<file path="src/rtl/uart_rx.sv">
// UART receiver: 16x-oversampled, mid-bit sampling, LSB-first frame with
// a configurable stop interval. Presents each word with a one-cycle done strobe.
module uart_rx #(
    parameter int DATA_NBITS = 8,
    parameter int SB_TICK    = 16
) (
    input  logic                  i_clk,
    input  logic                  i_rst,
    input  logic                  i_rx,
    input  logic                  i_tick,
    output logic [DATA_NBITS-1:0] o_data,
    output logic                  o_rx_done,
    output logic                  o_frame_err
);
    localparam int BW = (DATA_NBITS > 1) ? $clog2(DATA_NBITS) : 1;
    localparam logic [4:0]    START_MID = 5'd7;
    localparam logic [4:0]    DATA_LAST = 5'd15;
    localparam logic [4:0]    STOP_LAST = 5'(SB_TICK - 1);
    localparam logic [BW-1:0] BIT_LAST  = BW'(DATA_NBITS - 1);

    typedef enum logic [1:0] {IDLE, START, DATA, STOP} state_t;

    state_t                  state, state_nx;
    logic                    rx_meta, rx_s;
    logic [4:0]              tick_cnt, tick_cnt_nx;
    logic [BW-1:0]           bit_cnt, bit_cnt_nx;
    logic [DATA_NBITS-1:0]   shreg, shreg_nx;
    logic [DATA_NBITS-1:0]   data_nx;
    logic                    err_nx, done_nx;

    // Serial data arrives LSB first, so each new bit enters at the top.
    function automatic logic [DATA_NBITS-1:0] shift_in(input logic [DATA_NBITS-1:0] cur,
                                                       input logic bit_in);
        logic [DATA_NBITS-1:0] r;
        r = cur >> 1;
        r[DATA_NBITS-1] = bit_in;
        return r;
    endfunction

    // Synchroniser resets to the idle line level so reset never looks like a start bit.
    always_ff @(posedge i_clk) begin
        if (!i_rst) begin
            rx_meta <= 1'b1;
            rx_s    <= 1'b1;
        end else begin
            rx_meta <= i_rx;
            rx_s    <= rx_meta;
        end
    end

    always_ff @(posedge i_clk) begin
        if (!i_rst) begin
            state       <= IDLE;
            tick_cnt    <= '0;
            bit_cnt     <= '0;
            shreg       <= '0;
            o_data      <= '0;
            o_rx_done   <= 1'b0;
            o_frame_err <= 1'b0;
        end else begin
            state       <= state_nx;
            tick_cnt    <= tick_cnt_nx;
            bit_cnt     <= bit_cnt_nx;
            shreg       <= shreg_nx;
            o_data      <= data_nx;
            o_rx_done   <= done_nx;
            o_frame_err <= err_nx;
        end
    end

    always_comb begin
        state_nx    = state;
        tick_cnt_nx = tick_cnt;
        bit_cnt_nx  = bit_cnt;
        shreg_nx    = shreg;
        data_nx     = o_data;
        err_nx      = o_frame_err;
        done_nx     = 1'b0;
        unique case (state)
            IDLE: begin
                // Start search runs every clock, not only on ticks.
                if (!rx_s) begin
                    state_nx    = START;
                    tick_cnt_nx = '0;
                end
            end
            START: begin
                if (i_tick) begin
                    if (tick_cnt == START_MID) begin
                        if (!rx_s) begin
                            state_nx    = DATA;
                            tick_cnt_nx = '0;
                            bit_cnt_nx  = '0;
                        end else begin
                            state_nx = IDLE;
                        end
                    end else begin
                        tick_cnt_nx = tick_cnt + 5'd1;
                    end
                end
            end
            DATA: begin
                if (i_tick) begin
                    if (tick_cnt == DATA_LAST) begin
                        shreg_nx    = shift_in(shreg, rx_s);
                        tick_cnt_nx = '0;
                        if (bit_cnt == BIT_LAST) state_nx = STOP;
                        else                     bit_cnt_nx = bit_cnt + BW'(1);
                    end else begin
                        tick_cnt_nx = tick_cnt + 5'd1;
                    end
                end
            end
            STOP: begin
                if (i_tick) begin
                    if (tick_cnt == STOP_LAST) begin
                        data_nx     = shreg;
                        err_nx      = ~rx_s;
                        done_nx     = 1'b1;
                        tick_cnt_nx = '0;
                        state_nx    = IDLE;
                    end else begin
                        tick_cnt_nx = tick_cnt + 5'd1;
                    end
                end
            end
            default: state_nx = IDLE;
        endcase
    end
endmodule
</file>
<file path="config.mk">
export PLATFORM = sky130hd
export DESIGN_NAME = uart_rx
export DESIGN_NICKNAME = d
export VERILOG_FILES = /design/src/rtl/uart_rx.sv
export SDC_FILE = /design/constraint.sdc
export NUM_CORES = 1
export LEC_CHECK = 0
export ABC_AREA = 1
export CORE_MARGIN = 4
export CORE_UTILIZATION = 58
export CTS_BUF_LIST = sky130_fd_sc_hd__clkbuf_4 sky130_fd_sc_hd__clkbuf_8
export CTS_CLUSTER_SIZE = 14
export DETAILED_ROUTE_END_ITERATION = 10
export PLACE_DENSITY = 0.81
export SYNTH_ARGS = -nofsm -noshare
export SYNTH_HDL_FRONTEND = slang
export SYNTH_SLANG_ARGS = --single-unit
export TNS_END_PERCENT = 30
</file>
<file path="constraint.sdc">
create_clock -name i_clk -period 2 [get_ports i_clk]
set_clock_uncertainty 0.2 [all_clocks]
set_input_delay 0.5 -clock i_clk [delete_from_list [all_inputs] [get_ports i_clk]]
set_output_delay 0.5 -clock i_clk [all_outputs]
set_load 0.05 [all_outputs]
</file>
==> results of run 1 <==
## final cells by class
cell class                      count  area [sq um]
Timing Repair Buffer               18           143
Tap cell                           28          35.0
Clock inverter                      2          10.0
Inverter                           16          62.6
Clock buffer                        5          37.5
Fill cell                         194           673
Sequential cell                    30           601
Multi-Input combinational cell    137           693
## through the flow
step | hold WS (ns) | area, sq um
global route | 0.280 | 1580
CTS | 0.243 | 1570
floorplan | 0.193 | 1390
finish | 0.242 | 1580
detailed placement | 0.223 | 1520
global placement | 0.196 | 1520
## placed cells by master, fill, tap and decap left out
cell and instances:
o21ai_0 21, or2_2 2, dfxtp_1 30, clkdlybuf4s50_1 3
nor2_1 48, clkinv_2 2, nand3_1 9, nor2_2 3
clkbuf_4 5, ha_1 5, inv_1 10, o21ai_4 1
nand2_2 9, a21oi_1 8, nor2_4 5, inv_4 1
inv_2 5, buf_4 15, nand2_1 25, or2_1 1
## metal layers
layer,share of wire,vias to the layer above,track usage
met5,0,-,0
met4,0.014,0,0.0728
met3,0.051,6,0.0633
met2,0.46,32,0.325
met1,0.48,550,0.243
li1,-,629,-
## worst paths after layout
check,end,depth (start not counted),slack [ns]
worst max-delay path,shreg[6],9,0.14
worst max register to register,shreg[6],9,0.14
worst min register to register,rx_s,1,0.24
worst min-delay path,rx_s,1,0.24
## sequential cells by signal (all words and copies together), names as in the netlist, named ones only
register / count
bit_cnt: 3
tick_cnt: 5
o_rx_done: 1
o_data: 8
state: 1
rx_s: 1
o_frame_err: 1
rx_meta: 1
shreg: 8
## kinds of logic after synthesis
group / Yosys count / share of synthesized area
AND/OR/NAND/NOR: 102 / 0.330
AO/OA/AOI/OAI: 30 / 0.116
flip-flops: 30 / 0.432
buffers and inverters: 21 / 0.0773
adder cells (fa/ha/maj): 5 / 0.0450
## critical path: stages, from the launching register on
cell     delay (ns)
dfxtp_1        0.37
ha_1           0.18
nand2_1        0.11
nor2_2         0.12
ha_1           0.22
nand2_2        0.11
nor2_4         0.16
buf_4          0.16
o21ai_0        0.08
nor2_1         0.10
## report_power, final
group          switching [W]  internal [W]  leakage, nW
Clock               0.000210      0.000126       0.0308
Combinational      0.0000890     0.0000529        0.469
Sequential         0.0000216      0.000607        0.242
Total               0.000321      0.000786        0.742
==> metrics.yaml, run 1 <==
die:
  ios: 14
  initial_core_util: 0.617
  dieArea_sq_mm: 0.00325
  die_width_um: 57.0
  die-height_um: 57.0
  coreArea_sq_mm: 0.00225
  fp-row-count: 17
run:
  cap_viol_max_count: 0
yosys:
  synthCells: 188
  synth_common_cells: "49 x nor2_1, 30 x dfxtp_1, 26 x nand2_1"
  syn_nets: 197
  synth_area_leaders: "dfxtp_1 43%, nor2_1 13%, o21ai_0 7.6%"
  syn_avg_cell_area_sq_um: 7.40
  ys_ff_latch: 30
  ys_warn_count: 0
  ys_types: 19
  synth-edff-count: 0
  synthMostInstantiatedCell: "nor2_1"
  synth_area_sq_mm: 0.00139
  yosysTopAreaCell: "dfxtp_1"
  ys_seq_area_frac: 0.432
  yosys_most_used_dff: "dfxtp_1"
  yosysTopAreaCellShare: 0.432
  synthArstFlopShare: 0
power:
  p_per_area_mw_per_mm2: 700
  vdd_drop_max_v: 0.000459
  finalPower_w: 0.00111
  p_leak_nw: 0.742
global_route:
  grt_pass1_vias: 1191
  grt_max_degree: 25
  grt_pass1_wl_mm: 5.09
  groute.usage.overall: 0.198
  grt_antenna_before_repair: 0
  overflow: 0
final_layout:
  antenna_cells: 0
  final_cell_count_no_fill: 236
  syn2layout_area_growth_pct: 13.7
  fin_nets: 217
  final_util: 0.701
  drive_gt1_frac: 0.231
placement:
  dp_hpwl_mm: 2.08
  pre_cts_ws_ns: 0.0850
  placed_cells: 229
  finalWeightedCongestion: 0.860
  numPortBuffers: 13
sta:
  layout_min_cycle_time_ns: 1.86
  period_share: 0.929
  finalSetupTns_ns: 0
  slew_viol_final: 0
  finalWorstSetupSlack_ns: 0.143
  slew_headroom: 0.659
  final_hold_viol_count: 0
  tightest_slew_ns: 0.511
  max_freq_mhz: 538
  setup_viol: 0
clocking:
  numCtsBuffers: 5
  cts_hold_buf: 0
  clkSlewWorstSetupHoldPaths_ns: 0.09
  h-tree-depth: 2
  ctsLongestPathBuffers: 2
  clock-root-buffer: "clkbuf_4"
  cts_sinks: 30
  postCtsResizedCells: 0
  clkLatencyLatePin_ns: 0.33
  cts_setup_buffers: 0
  cts_tree: "yes"
worst_setup_path:
  required_ns: 2.07
  timing.rr.start: "tick_cnt[0]"
  critical_path.max_fanout: 7
  crit_path_end_kind: "flop"
  startpoint_type: "flop"
  crit_type: "flop to flop"
  crit_start: "tick_cnt[0]"
  worstPathArrival_ns: 1.93
drt:
  routed_wl_mm: 2.89
  drt-initial-drc-count: 34
  wl_per_cell_um: 12.2
  via_count: 1217
  dr.pass1.iters: 5
  drc_errors: 0
  via_per_inst: 5.16
  route.antenna.remaining_nets: 0
status:
  status: "finished clean"
min_path:
  min_from: "rx_meta"
  hold_path_class: "flop to flop"
Note: power is estimated with default switching activity, not from simulation.
==> run 2, diff against run 1 <==
--- a/constraint.sdc
+++ b/constraint.sdc
@@ -4,2 +4,2 @@
 set_output_delay 0.5 -clock i_clk [all_outputs]
-set_load 0.05 [all_outputs]
+set_load 0.1 [all_outputs]
==> metrics.yaml, run 2 (same netlist as run 1, synthesis figures left out) <==
die:
  die-height_um: 57.0
  die_width_um: 57.0
  ios: 14
  initial_core_util: 0.617
  coreArea_sq_mm: 0.00225
  fp-row-count: 17
  dieArea_sq_mm: 0.00325
worst_setup_path:
  r2r_slack_ns: 0.16
  worstPathCellList: "ha_1 -> nand2_1 -> nor2_2 -> ha_2 -> nand2_2 -> nor2_4 -> inv_1 -> nor2_1 -> nor2_1"
  critical_path.max_fanout: 7
  crit_top_cell: "nor2_1"
  timing.critical_path.buf_inv: 1
  timing.rr.end: "shreg[5]"
  timing.rr.start: "tick_cnt[0]"
  required_ns: 2.02
  startpoint_type: "flop"
  slowest_delay_ns: 0.37
  crit_family: "simple AND/OR/NAND/NOR gates"
  crit_slowest_cell: "dfxtp_1"
  crit_type: "flop to flop"
  worstPathArrival_ns: 1.86
  r2r_cells: 9
  crit_path_end_kind: "flop"
global_route:
  grt_antenna_before_repair: 0
  overflow: 0
  grt_max_degree: 25
  grt_pass1_wl_mm: 5.44
  groute.usage.overall: 0.214
  grt_pass1_vias: 1288
drt:
  routed_wl_mm: 3.14
  wl_per_cell_um: 13.4
  via_per_inst: 5.56
  drt-initial-drc-count: 39
  dr.pass1.iters: 6
  route.antenna.remaining_nets: 0
  drc_errors: 0
  via_count: 1306
final_layout:
  drive_gt1_frac: 0.227
  final_util: 0.770
  fillers: 158
  multiInputGateArea_sq_um: 696
  regArea_sq_um: 601
  largestRegisters: "o_data x8, shreg x8, tick_cnt x5"
  syn2layout_area_growth_pct: 24.7
  mostFrequentLayoutCells: "48 x nor2_1, 30 x dfxtp_1, 25 x nand2_1"
  final_common_cell: "nor2_1"
  antenna_cells: 0
  fin_nets: 216
clocking:
  clock-root-buffer: "clkbuf_4"
  ctsLongestPathBuffers: 2
  cts_tree: "yes"
  cts_hold_buf: 0
  clkLatencyLatePin_ns: 0.32
  cts_sinks: 30
  clkSlewWorstSetupHoldPaths_ns: 0.09
  h-tree-depth: 2
  numCtsBuffers: 5
sta:
  slew_headroom: 0.649
  final_hold_viol_count: 0
  worst_hold_slack_ns: 0.229
  rsz0062_at_grt: "false"
  slew_viol_final: 0
  layout_min_cycle_time_ns: 1.84
  tightest_slew_ns: 0.525
  max_freq_mhz: 543
  finalSetupTns_ns: 0
  period_share: 0.920
  setup_viol: 0
placement:
  finalWeightedCongestion: 0.856
  numPortBuffers: 13
  dp_hpwl_mm: 2.24
run:
  cap_viol_max_count: 0
power:
  p_per_area_mw_per_mm2: 728
  p_leak_nw: 0.776
  vdd_drop_max_v: 0.000630
  finalPower_w: 0.00126
min_path:
  min_path_cells: 1
  min_from: "rx_meta"
  hold_path_class: "flop to flop"
  worst_hold_path.endpoint: "rx_s"
status:
  status: "finished clean"
## run 2: cell count changes in the layout (fill, tap and decap cells not counted), sizes merged
cell	delta
bufinv	+1
clkbuf	+1
clkinv	-2
buf	-1
## run 2: cell type report
type | instances | area share
timing repair buffer | 17 | 0.150
tap | 28 | 0.0202
inverter | 16 | 0.0360
clock buffer | 6 | 0.0296
sequential | 30 | 0.346
multi-input combinational | 137 | 0.401
clock inverter | 1 | 0.0173
## run 2: worst max path at each step
stage	cells after the start	to	slack, ns	from
after floorplan	9	shreg[0]	0.29	tick_cnt[0]
after global placement	6	o_data[7]	0.11	i_tick
after detailed placement	6	o_data[1]	0.06	i_tick
after CTS	9	o_data[1]	0.06	tick_cnt[1]
after global routing	9	shreg[0]	0.004	tick_cnt[1]
final	9	shreg[5]	0.16	tick_cnt[0]
## run 2: worst register-to-register path: stages (launching register included)
cell and delay, ns:
dfxtp_1 0.37, ha_1 0.18, nand2_1 0.10, nor2_2 0.12, ha_2 0.22, nand2_2 0.10, nor2_4 0.15, inv_1 0.13
nor2_1 0.12, nor2_1 0.05
## run 2: timing repair
item	in CTS	in global routing
resized for setup	0	4
buffers inserted	0	0
endpoints found under the setup margin	0	17
## run 2: power by group
| group | switching [W] | internal [W] | leakage, nW | total (W) |
|---|---|---|---|---|
| Clock | 0.000208 | 0.000291 | 0.0443 | 0.000498 |
| Sequential | 0.0000210 | 0.000607 | 0.242 | 0.000628 |
| Combinational | 0.0000891 | 0.0000471 | 0.490 | 0.000136 |
## run 2: stage by stage
step | instance area (sq um) | instances | setup WS [ns]
after detailed placement | 1640 | 228 | 0.0577
final | 1740 | 235 | 0.160
after global routing | 1740 | 235 | 0.00428
after global placement | 1640 | 228 | 0.112
after CTS | 1720 | 235 | 0.0561
after floorplan | 1390 | 188 | 0.293
## run 2: metal layers
metal | GRT usage | routed length (um) | vias up
met5 | 0 | 0 | -
met1 | 0.235 | 1290 | 610
met2 | 0.364 | 1580 | 55
li1 | - | - | 629
met3 | 0.0724 | 197 | 12
met4 | 0.113 | 71 | 0
